==> src/rtl/serial_adder_ctrl.sv <==
// -----------------------------------------------------------------------------
// serial_adder_ctrl
//   Bit-serial adder with a small control FSM. On an accepted start the
//   operands are captured into shift registers, then one bit per clock is
//   summed LSB first through a single full-adder slice (two half adders plus
//   a 1-bit carry flop). The partial sum is shifted into an accumulator from
//   the MSB end, so after WIDTH bits it is aligned and is copied to sum.
//
// Ports
//   clk    in   1      clock, rising edge
//   rst_n  in   1      asynchronous active-low reset
//   start  in   1      begin an addition (honoured only in IDLE)
//   a, b   in   WIDTH  operands, captured on the accepting edge only
//   busy   out  1      high in RUN and DONE
//   done   out  1      one-cycle pulse when sum/carry hold a new result
//   sum    out  WIDTH  registered a+b modulo 2^WIDTH
//   carry  out  1      registered carry-out of the MSB
// -----------------------------------------------------------------------------
module serial_adder_ctrl #(
    parameter int WIDTH = 8
) (
    input  logic             clk,
    input  logic             rst_n,
    input  logic             start,
    input  logic [WIDTH-1:0] a,
    input  logic [WIDTH-1:0] b,
    output logic             busy,
    output logic             done,
    output logic [WIDTH-1:0] sum,
    output logic             carry
);

    // Counter holds 0..WIDTH, so it never wraps during an operation.
    localparam int              CW   = $clog2(WIDTH + 1);
    localparam logic [CW-1:0]   LAST = CW'(WIDTH - 1);

    typedef enum logic [1:0] {
        S_IDLE,
        S_RUN,
        S_DONE
    } state_t;

    state_t           r_state;
    logic [WIDTH-1:0] r_a;
    logic [WIDTH-1:0] r_b;
    logic [WIDTH-1:0] r_acc;
    logic             r_c;
    logic [CW-1:0]    r_cnt;

    logic             w_h1;
    logic             w_c1;
    logic             w_bit;
    logic             w_c2;
    logic             w_cnext;
    logic [WIDTH-1:0] w_acc_next;

    // Full-adder slice built from two half adders; carry-out is the OR of
    // the two half-adder carries (equivalent to majority(a_i, b_i, c)).
    always_comb begin
        w_h1       = r_a[0] ^ r_b[0];
        w_c1       = r_a[0] & r_b[0];
        w_bit      = w_h1 ^ r_c;
        w_c2       = w_h1 & r_c;
        w_cnext    = w_c1 | w_c2;
        // New bit enters at the MSB; after WIDTH shifts bit 0 lands at LSB.
        w_acc_next = r_acc >> 1;
        w_acc_next[WIDTH-1] = w_bit;
    end

    always_ff @(posedge clk or negedge rst_n) begin
        if (!rst_n) begin
            r_state <= S_IDLE;
            r_a     <= '0;
            r_b     <= '0;
            r_acc   <= '0;
            r_c     <= 1'b0;
            r_cnt   <= '0;
            busy    <= 1'b0;
            done    <= 1'b0;
            sum     <= '0;
            carry   <= 1'b0;
        end else begin
            case (r_state)
                S_IDLE: begin
                    done <= 1'b0;
                    if (start) begin
                        r_a     <= a;
                        r_b     <= b;
                        r_acc   <= '0;
                        r_c     <= 1'b0;
                        r_cnt   <= '0;
                        busy    <= 1'b1;
                        r_state <= S_RUN;
                    end
                end
                S_RUN: begin
                    r_a   <= r_a >> 1;
                    r_b   <= r_b >> 1;
                    r_c   <= w_cnext;
                    r_acc <= w_acc_next;
                    r_cnt <= r_cnt + CW'(1);
                    if (r_cnt == LAST) begin
                        // Final bit: publish result straight from the slice.
                        sum     <= w_acc_next;
                        carry   <= w_cnext;
                        done    <= 1'b1;
                        r_state <= S_DONE;
                    end
                end
                S_DONE: begin
                    done    <= 1'b0;
                    busy    <= 1'b0;
                    r_state <= S_IDLE;
                end
                default: begin
                    done    <= 1'b0;
                    busy    <= 1'b0;
                    r_state <= S_IDLE;
                end
            endcase
        end
    end

endmodule
==> config.mk <==
export PLATFORM = sky130hd
export DESIGN_NAME = serial_adder_ctrl
export DESIGN_NICKNAME = d
export VERILOG_FILES = /design/src/rtl/serial_adder_ctrl.sv
export SDC_FILE = /design/constraint.sdc
export NUM_CORES = 1
export LEC_CHECK = 0
export CAP_MARGIN = 10
export CORE_MARGIN = 2
export CORE_UTILIZATION = 52
export DETAILED_ROUTE_END_ITERATION = 6
export GPL_TIMING_DRIVEN = 1
export PLACE_DENSITY = 0.84
export SKIP_CTS_REPAIR_TIMING = 1
export SYNTH_ARGS = -nofsm -noshare
export SYNTH_HDL_FRONTEND = slang
export SYNTH_SLANG_ARGS = --single-unit
==> constraint.sdc <==
create_clock -name clk -period 2 [get_ports clk]
set_input_delay 0.4 -clock clk [delete_from_list [all_inputs] [get_ports clk]]
set_output_delay 0.4 -clock clk [all_outputs]
set_load 0.05 [all_outputs]
**Word level (Yosys, flattened, before mapping)**

Index checks and enable logic that the tools add are counted.

- Word-level logic and storage cells: 44
- Bits of input ports: 19
- Bits in registers: 42
- Output and inout bits: 11

- Equality and inequality tests: 4
- Mux-type cells: 17
- Bitwise gates (word level): 6
- $add $sub $neg: 1
- Reduce and logical (&&, ||, !) cells: 6

Operators by type and width:

| operator | number |
|---|---|
| $pmux 8 s2 | 3 |
| $mux 8 | 3 |
| $pmux 4 s2 | 1 |
| $reduce_and 2->1 | 4 |
| $add 4x1->4 const B | 1 |
| $eq 4x3->1 const B | 1 |
| $mux 1 | 4 |
| $mux 2 | 2 |
| $mux 4 | 1 |
| $ne 2x2->1 const B | 2 |
| $pmux 1 s2 | 2 |
| $pmux 2 s2 | 1 |
| $and 1x1->1 | 2 |
| $eq 2x1->1 const B | 1 |
| $logic_not 2->1 | 1 |
| $reduce_bool 2->1 | 1 |
| $xor 1x1->1 | 2 |
| $not 1->1 | 1 |
| $or 1x1->1 | 1 |

**Depth between registers and ports, before layout**

Gate-level depths: netlist (run 1).

- Depth in word-level cells: 4
- Depth in mapped cells: 5
- Depth with buffers taken out: 4

**Least setup slack after synthesis (run 1)**

Ideal clock, no wire load.

- Path type: reg2reg
- Start: reg r_state[1]
- End: reg carry
- Period minus slack after synthesis: 1420 ps
- Stages on the path, launching flop included: 4
- Data required time: 1875 ps
- Library setup time: 125 ps
- Path slack: 580 ps
- Buffers on the path: 0
- Data arrival time: 1295 ps
- Path through: dfrtp_1 nand2b_1 nor3_4 mux2_2

- Word-level cells in the longest chain between the ends: 2

Ends and longest elaborated chain:

| element | line | text |
|---|---|---|
| from (decl) | 43 | `state_t r_state;` |
| from (signal assigned) | 72 | `r_state <= S_IDLE;` |
| from (signal assigned) | 93 | `r_state <= S_RUN;` |
| from (signal assigned) | 107 | `r_state <= S_DONE;` |
| $eq 2x1->1 | 83 | `case (r_state)` |
| $reduce_and 2->1 (no source line) | -- |  |
| to (signal assigned) | 105 | `carry <= w_cnext;` |
| to (decl) | 30 | `output logic carry` |

Every way passes these cells.
A chain may end at the register's enable or synchronous reset.

**Worst setup path in the final report (run 1)**

- Start: reg sum[4]
- End: out sum[4]

RTL lines:

| element | line | text |
|---|---|---|
| from (decl) | 29 | `output logic [WIDTH-1:0] sum,` |
| from (signal assigned) | 104 | `sum <= w_acc_next;` |

No word-level cell between the ends.

==> out/qor.yml, run 1 <==
drv_slew: 0
area_delta_synth_final_pct: 26.4
cts.sinks: 41
p_leak_uw: 0.000972
final.setup_skew_ps: 5.31
wirelength_um: 3660
synth.distinct_cells: 21
drive_above_1_share_pct: 14.8
cts_tree: "yes"
ys_seq_area_share_pct: 58.0
p_sw_uw: 1360
setup-tns-final_ps: 0
ys_seq_elements: 41
fillers: 276
dp_slack_ps: 218
dp_cells: 227
die_area_um2: 3890
clk-insertion-delay-late_ps: 350
clkSlewWorstSetupHoldPaths_ps: 120
syn_area_um2: 1770
hpwl_um: 2560
synth_top_area_share_pct: 58.0
place.gp.congestion: 0.845
seq_power_share_pct: 39.3
slew_headroom_pct: 65.7
finalCriticalPeriod_ps: 1940
clockBufferDepth: 2
grt_pass1_vias: 1350
rsz0062_at_grt: "no"
core_um2: 3310
cts_root_buffer: "clkbuf_4"
die_w_um: 62.3
yosysWarnings: 0
worst_setup_path_start_kind: "register"
hp-class: "input pin to async pin"
fin_ws_ps: 63.6
grt_pass1_wl_um: 6520
p_int_uw: 2190
multiInputGateArea_um2: 704
drcViolationCount: 0
crit_arrival_ps: 1540
grtUsageMet1_pct: 28.3
synthCells: 153
grt_max_degree: 42
syn_avg_cell_area_um2: 11.6
busiest_layer: "met2"
grt.overflow.total: 0
initial_core_util_pct: 53.4
hold_viol: 0
vias: 1317
cts_max_level: 2
dr.pass1.iters: 4
grt_use_met2_pct: 34.9
nets: 209
finalNonFillerCells: 235
status: "finished, final reports clean"
end_kind: "output port"
antenna_found_initial: 0
powerDensity_nw_per_um2: 1590
wl_per_cell_um: 15.6
worstSetupPathType: "register to output port"
drt_iter0_drc: 60
worst_pin_slew_ps: 513
path_buf_inv: 1
cpPeakStageDelay_ps: 810
fin_crit_sh_pct: 96.8
port_buffers: 29
totalPowerFinal_uw: 3550
vias_per_cell: 5.60
ir_worst_vdd_mv: 0.970
cts_made_buffers: 5
swShare_pct: 38.3
ant_nets: 0
grtUsageMet3_pct: 6.52
rows: 21
clock_power_share_pct: 18.3
cp_cell_sequence: "clkdlybuf4s50_1"
yosysTopAreaCell: "dfrtp_1"
n_antenna_cell: 0
cpLargestDelayFamily: "buffers and inverters"
grt_usage_pct: 21.6
max_freq_mhz: 516
synth_nets: 174
finalSetupViolCount: 0
crit_path_max_fanout: 2
timing.hold.ws_ps: 87.2
critical_path_required_ps: 1600
combPwrFrac_pct: 42.4
fp.dieH_um: 62.3
ioPinCount: 30
seq_area_um2: 1030
slowest_stage: "clkdlybuf4s50_1"
ys_top_cells_by_area: "dfrtp_1 (58%), mux2_2 (6.4%), a22oi_1 (5.9%), nor2b_1 (5.7%), a22o_1 (5.0%)"
drv_cap: 0
## path summary, 6_finish.rpt
path	start	end	slack [ps]	cells after the start
worst max-delay path	sum[4]$_DFFE_PN0P_	sum[4]	60	1
max in group asynchronous	rst_n	r_a[3]$_DFFE_PN0P_	1560	2
worst min register to register	r_b[6]$_DFFE_PN0P_	r_b[6]$_DFFE_PN0P_	510	2
worst max register to register	r_cnt[0]$_DFFE_PN0P_	sum[4]$_DFFE_PN0P_	350	4
min in group clk	r_b[6]$_DFFE_PN0P_	r_b[6]$_DFFE_PN0P_	510	2
worst min-delay path	rst_n	r_cnt[3]$_DFFE_PN0P_	90	2
## state kept, by name, indices dropped and copies added (netlist names)
signal / count
carry: 1
r_cnt: 4
r_a: 8
busy: 1
sum: 8
r_b: 8
r_acc: 7
r_c: 1
done: 1
r_state: 2
## layout by cell type, fill, tap and decap left out, types with 7 or more instances in the layout
cell             instances
nand2_1                  7
buf_4                    8
o21ai_0                 17
a21oi_1                 15
nor2b_1                 16
clkdlybuf4s50_1         28
dfrtp_1                 41
a22oi_1                 14
mux2_2                  10
a22o_1                  10
## layout make-up
cell class / instances / share of cell area (%)
flip-flops and latches: 41 / 45.9
well taps: 46 / 2.57
multi-input cells: 103 / 31.5
clock inverters: 3 / 2.91
repair buffers: 37 / 15.4
clock buffers: 5 / 1.68
## per-layer routing
layer	up-vias	part of all wire, %
met5	-	0
met4	0	1.3
met3	6	4.3
met2	28	52
met1	660	43
li1	623	-
## power by group through the flow
stage / Clock (uW) / Combinational (uW) / Sequential [uW]
detailed placement: 0 / 1510 / 1410
CTS: 662 / 1510 / 1390
floorplan: 0 / 755 / 1650
global placement: 0 / 1440 / 1380
finish: 650 / 1500 / 1390
global route: 704 / 1640 / 1450
## synth_stat cells, drive strengths merged
cell	number
and2	1
buf	4
nand3	1
o21ai	17
o21a	1
fa	1
a22oi	14
a22o	10
a21oi	15
clkbuf	5
nor3	1
ha	1
o31ai	1
o21bai	1
nand2	7
nand2b	1
and3b	1
nor2	4
mux2	10
nor2b	16
dfrtp	41
## cell families (layout without fill, tap and decap cells)
family,after synthesis,count (layout),synth area share (%)
flops,41,41,58.0
buf+inv,9,45,2.19
fa+ha+maj,2,2,1.84
mux,10,10,6.37
simple gates,32,32,10.4
compound gates,59,59,21.2
## metrics by stage
step | util, % | cell area (um^2)
finish | 67.5 | 2240
global route | 67.5 | 2240
CTS | 67.5 | 2240
detailed placement | 64.4 | 2130
global placement | 64.4 | 2130
floorplan | - | 1770
Power figures use the tool's default switching activity.
==> run 2, diff against run 1 <==
CORE_UTILIZATION = 47   (was 52)
PLACE_DENSITY = 0.81   (was 0.84)
clock period = 1.6 ns   (was 2 ns; I/O delays follow)
==> run 2 against run 1 <==
  * Die area is 9.9% higher
  * Power is 25% higher
  * Global-route usage is 3.3 points lower
  * Critical path type is now register to register
  * Register-to-register slack worse by 220 ps
  * First-iteration DRC count is 68% higher
  * Sequential share of layout area is 0.077 points lower
  * Clock-buffer cell count stayed put
  * Highest routed layer unchanged
  * Clock skew is 1.8 ps higher
==> out/qor.yml, run 2 (same netlist as run 1, synthesis figures left out) <==
n_antenna_cell: 0
slew_headroom_pct: 66.1
slowest_stage: "dfrtp_1"
die_area_um2: 4270
drcViolationCount: 0
clk-insertion-delay-late_ps: 290
top_regs: "r_a (8), r_b (8), sum (8)"
clkSlewWorstSetupHoldPaths_ps: 80
grt_max_degree: 42
hpwl_um: 2470
cts_made_buffers: 5
critical_path_required_ps: 1780
port_buffers: 29
place.gp.congestion: 0.824
cts_max_level: 2
combPwrFrac_pct: 42.6
rsz0062_at_grt: "no"
area_delta_synth_final_pct: 26.6
vias_per_cell: 5.42
timing.hold.ws_ps: 75.1
p_sw_uw: 1690
final_core_util_pct: 61.6
crit_path_max_fanout: 10
cp_cell_sequence: "ha_1, nand2_1, nor3_4, buf_4, mux2_2"
totalPowerFinal_uw: 4410
clockBufferDepth: 2
clock_power_share_pct: 18.0
cts_root_buffer: "clkbuf_8"
fp.dieH_um: 65.4
cts.sinks: 41
final_common_cell: "dfrtp_1"
worst_setup_path_start_kind: "register"
fin_crit_sh_pct: 91.9
seq_power_share_pct: 39.4
setup-tns-final_ps: 0
ir_worst_vdd_mv: 0.940
swShare_pct: 38.3
ioPinCount: 30
dr.pass1.iters: 4
grt.overflow.total: 0
crit_arrival_ps: 1650
initial_core_util_pct: 48.7
grt_pass1_vias: 1255
worst_pin_slew_ps: 509
drive_above_1_share_pct: 21.1
most-common-layout-cells: "dfrtp_1 (41), buf_4 (20), o21ai_0 (17), clkdlybuf4s50_1 (17), nor2b_1 (16)"
nets: 211
wirelength_um: 3490
finalCriticalPeriod_ps: 1470
ant_nets: 0
drt_iter0_drc: 101
drv_slew: 0
grt_pass1_wl_um: 5870
p_leak_uw: 0.00100
status: "finished, final reports clean"
core_um2: 3630
powerDensity_nw_per_um2: 1970
antenna_found_initial: 0
hp-class: "input pin to async pin"
finalSetupViolCount: 0
end_kind: "register"
drv_cap: 0
worstSetupPathType: "register to register"
hold_viol: 0
cpLargestDelayFamily: "flip-flops"
final.setup_skew_ps: 7.09
vias: 1290
max_freq_mhz: 680
wl_per_cell_um: 14.6
grt_usage_pct: 18.2
p_int_uw: 2720
cts_tree: "yes"
rows: 22
cpPeakStageDelay_ps: 390
die_w_um: 65.4
path_buf_inv: 1
-- run 2: changes by cell type in the layout (fill, tap and decap cells not counted) --
cell	previous run	this run
buf_12	0	1
bufinv_16	2	1
buf_4	8	20
clkbuf_8	0	5
clkbuf_4	5	0
clkdlybuf4s50_1	28	17
-- run 2: final timing paths --
check	from	to	slack, ps	depth (start not counted)
worst max-delay path	r_cnt[0]$_DFFE_PN0P_	sum[5]$_DFFE_PN0P_	130	5
worst min-delay path	rst_n	r_b[5]$_DFFE_PN0P_	80	2
worst max register to register	r_cnt[0]$_DFFE_PN0P_	sum[5]$_DFFE_PN0P_	130	5
worst min register to register	r_b[1]$_DFFE_PN0P_	r_b[1]$_DFFE_PN0P_	490	2
max in group asynchronous	rst_n	sum[3]$_DFFE_PN0P_	1170	2
min in group clk	r_b[1]$_DFFE_PN0P_	r_b[1]$_DFFE_PN0P_	490	2
-- run 2: cell type report --
type / instances / area [um^2]
timing repair buffer: 39 / 345
clock buffer: 5 / 68.8
tap: 48 / 60.1
clock inverter: 2 / 35.0
multi-input combinational: 103 / 704
fill: 310 / 1390
sequential: 41 / 1030
-- run 2: per-layer routing --
metal,up-vias,routed length [um],global-route usage [%],part of all wire [%]
met5,-,0,0,0
met4,0,38,7.81,1.1
met3,5,107,3.77,3.1
met2,20,1730,29.1,50
met1,634,1610,24.2,46
li1,631,-,-,-
-- run 2: power groups by stage --
| stage | Combinational [uW] | Clock (uW) | Sequential [uW] |
|---|---|---|---|
| after floorplan | 944 | 0 | 2060 |
| after global placement | 1820 | 0 | 1740 |
| after detailed placement | 1890 | 0 | 1760 |
| after CTS | 1900 | 811 | 1740 |
| after global routing | 2050 | 855 | 1800 |
| final | 1880 | 795 | 1740 |
-- run 2: stage by stage --
step	std cells	worst slack, ps	area [um^2]
2_1_floorplan	153	180	1770
3_3_place_gp	231	67.3	2140
3_5_place_dp	231	-2.73	2140
4_1_cts	238	122	2240
5_1_grt	238	31.2	2240
6_report	238	129	2240
-- run 2: worst reg2reg max path, cell delays in order, from the launching register on --
cell	delay, ps
dfrtp_1	390
ha_1	200
nand2_1	110
nor3_4	110
buf_4	200
mux2_2	350
==> run 3, diff against run 2 <==
CTS_CLUSTER_DIAMETER = 40   (was default)
SLEW_MARGIN = 20   (was default)
==> results of run 3 <==
Same layout as run 2: the final DEF is identical, and so are final timing and power.
==> variant 1 (flow settings as in run 3) <==
Change the parameter `WIDTH` from 8 to 4.
--- a/src/rtl/serial_adder_ctrl.sv
+++ b/src/rtl/serial_adder_ctrl.sv
@@ -19,3 +19,3 @@
 module serial_adder_ctrl #(
-    parameter int WIDTH = 8
+    parameter int WIDTH = 4
 ) (
Interface: changed (resized a, b and sum); port bits go from 30 to 18. No check against the original RTL was run, so the function may have changed too.
==> variant 1 against run 3 <==
Via count down 46%. Area after synthesis shrank 40%. Sequential power decreased by 37%. Clock power decreased by 62%. Cell area shrank 42%. Wire length decreased by 49%. Worst hold slack gained 0.27 ns. Final cell count down 46%. Worst setup slack got worse by 0.068 ns. Total power decreased by 39%. Maximum frequency shrank 4.4%. Sequential cell count is 17 lower. Critical endpoint is now carry$_DFFE_PN0P_.
==> variant 1: results (changes against run 3) <==
largest net degree at the start of global routing 25 (-40%); final net count 115 (-45%); ranking of synthesized cells by area dfrtp_1 (57%), mux2_2 (5.3%), a22o_1 (4.1%); Area after DPL 1257 sq um (-41%); met3 wire length 44 microns (-59%); Seq pwr share 40.7% (+1.3 points); syn nets 92 (-47%); Num CTS Buffers 3 (-2); met2 wire len 943 microns (-46%); arrival time worst endpoint 1.74 ns (+0.09 ns); Root Buffer clkbuf_4; Int Power 1.616 mW (-41%); H-tree levels 1 (-1); vias in the first global route 683 (-46%); gr usage total 16.45% (-1.8 points); clock share of power 11.3% (-6.7 points); Clock Skews 0.006546 ns (-0.0005454 ns); setup slack, reg-to-reg 0.06 ns (-0.07 ns); LEAKAGE 0.6042 nW (-40%); met2 GRT Util 26.71% (-2.4 points); crit path max fanout 6 (-4); status complete, no violations; Global Route met3 Usage 2.586% (-1.2 points); pre-CTS WS 0.03934 ns (+0.04206 ns); met1 GRT Util 22.16% (-2.1 points); worst-margin pin slew 0.3823 ns (-0.1263 ns); cell count of the worst reg-to-reg path 4 (-1)
variant 1: cell type report:
class | instances | area (sq um) | area share, %
sequential | 24 | 600.6 | 46.42
multi-input combinational | 44 | 409.1 | 31.62
timing repair buffer | 22 | 190.2 | 14.70
clock buffer | 4 | 36.28 | 2.805
tap | 28 | 35.03 | 2.708
inverter | 6 | 22.52 | 1.741
variant 1: critical path: stages (launching register included):
cell      delay, ns
dfrtp_1        0.42
ha_1           0.21
ha_1           0.19
nand3b_1       0.24
mux2_2         0.37
variant 1: through the flow:
stage                     hold WS (ns)  power (mW)  std cells
after floorplan                0.02441       2.031         78
final                           0.3435       2.676        128
after global routing            0.3449       2.892        128
after global placement          0.4620       2.336        124
after CTS                       0.3477       2.705        128
after detailed placement        0.4840       2.401        124
variant 1: cell families after synthesis:
logic type                 count (synthesis)  synth area share, %
AOI/OAI and AO/OA                         18                15.33
buffers and inverters                     10                4.835
muxes                                      6                6.250
DFF                                       24                56.60
and+or+nand+nor                           17                12.74
adders and majority gates                  3                4.245
==> variant 2 (flow settings as in run 3) <==
Made on the original files. Register the output `sum` once more, with the module's reset; this adds one clock of latency there. The other outputs are not delayed to match. Comments in the files are not updated.
--- a/src/rtl/serial_adder_ctrl.sv
+++ b/src/rtl/serial_adder_ctrl.sv
@@ -42,2 +42,4 @@
 
+    logic [WIDTH-1:0] sum_s0;
+
     state_t           r_state;
@@ -79,3 +81,3 @@
             done    <= 1'b0;
-            sum     <= '0;
+            sum_s0  <= '0;
             carry   <= 1'b0;
@@ -103,3 +105,3 @@
                         // Final bit: publish result straight from the slice.
-                        sum     <= w_acc_next;
+                        sum_s0  <= w_acc_next;
                         carry   <= w_cnext;
@@ -123,2 +125,10 @@
 
+    always_ff @(posedge clk or negedge rst_n) begin
+        if (!rst_n) begin
+            sum <= '0;
+        end else begin
+            sum <= sum_s0;
+        end
+    end
+
 endmodule
Function: changed (a bounded check fails within 10 cycles, from zero or initial values and one cycle with rst_n low).
==> variant 2 against run 3 <==
Area after synthesis rose by 11%. Via count rose by 9.8%. The run now ends with hold timing left. Wire length rose by 10%. Cell area increased by 9.8%. Maximum frequency down 2.4%. Final cell count is 6.3% higher. Total power up 5.0%. Worst setup slack lost 0.036 ns. Synthesized cell count increased by 5.2%. Sequential cell count is 8 higher. Global-route usage rose by 0.32 points. Sequential power rose by 18%.
==> variant 2: results (changes against run 3) <==
H-tree levels 2 (unchanged); Vias 1416 (+9.8%); clock latency on the worst-skew pair 0.31 ns (+0.02 ns); reg2reg end sum_s0[5]$_DFFE_PN0P_; first-pass GRT wire length 6423 microns (+9.4%); Final Hold Viols 34 (+34); status finished with violations; met3 wire length 189 microns (+77%); final net count 223 (+5.7%); met2 wire len 1917 microns (+11%); proportion of layout cells with a drive suffix above 1 22.66% (+1.6 points); antenna violations before repair 0 (unchanged); register area share after synthesis 62.26% (+4.3 points); Combinational Power 1.88 mW (about the same); Hold/Removal Path Class input port to async pin; gr usage total 18.55% (+0.32 points); Global Route met3 Usage 3.409% (-0.36 points); GP Congestion 0.7923 (-3.8%); worst vdd ir 0.7911 mV (-16%); Post-Syn Instances 161 (+5.2%); syn nets 182 (+4.6%); largest net degree at the start of global routing 50 (+19%); post-synthesis mux area share 5.718% (-0.65 points); Slew HR 70.00% (+3.9 points); cell count of the worst reg-to-reg path 4 (-1); Post-Place Cells 245 (+6.1%); switching share of power 38.61% (+0.28 points); met1 GRT Util 25.21% (+0.99 points); Post-Route WL 3847 microns (+10%); Unique masters post-synth 21 (unchanged); met2 GRT Util 29.33% (+0.25 points); Power Sequential 2.05 mW (+18%); Synth Area in Compound Gates 19.06% (-2.2 points); Reg2Reg Launch Point r_state[1]$_DFFE_PN0P_; Clock Skews 0.003946 ns (-0.003145 ns); adder-cell share of the synthesized area 1.652% (-0.19 points); ranking of synthesized cells by area dfrtp_1 (62%), mux2_2 (5.7%), a22oi_1 (5.3%); PortBufs 29 (unchanged); Post-Synth XOR/XNOR Area 0% (unchanged); top post-synthesis cells by count dfrtp_1 (49), o21ai_0 (17), nor2b_1 (16); Starting DRT DRC Count 82 (-19%); failing checks hold timing; WL per Instance 15.21 microns (+3.8%); M1 wire length 1692 microns (+5.2%); hold slack -0.01638 ns (-0.09146 ns); LEAKAGE 1.120 nW (+12%); DP Wirelength 2696 microns (+9.1%); setup slack, reg-to-reg 0.09 ns (-0.04 ns)
## variant 2: stage by stage
| stage | setup TNS [ns] | power [mW] | worst slack, ns | cell area, sq um | utilization (%) |
|---|---|---|---|---|---|
| after floorplan | 0 | 3.302 | 0.1804 | 1969 | - |
| after global placement | 0 | 3.844 | 0.04924 | 2369 | 58.79 |
| after detailed placement | -0.1004 | 3.952 | -0.03156 | 2369 | 58.79 |
| after CTS | 0 | 4.665 | 0.02768 | 2451 | 60.84 |
| after global routing | 0 | 4.946 | 0.02069 | 2459 | 61.02 |
| final | 0 | 4.634 | 0.09364 | 2459 | 61.02 |
## variant 2: critical path: stages (launching register included)
cell	delay [ns]
dfrtp_2	0.46
nand2b_1	0.23
nor3_4	0.19
buf_6	0.17
mux2_2	0.34
## variant 2: area by class of cell
cell class | count | area, sq um
fill | 330 | 1570
tap | 50 | 62.56
clock buffer | 6 | 72.57
timing repair buffer | 43 | 379.1
clock inverter | 2 | 10.01
multi-input combinational | 103 | 706.9
sequential | 49 | 1227
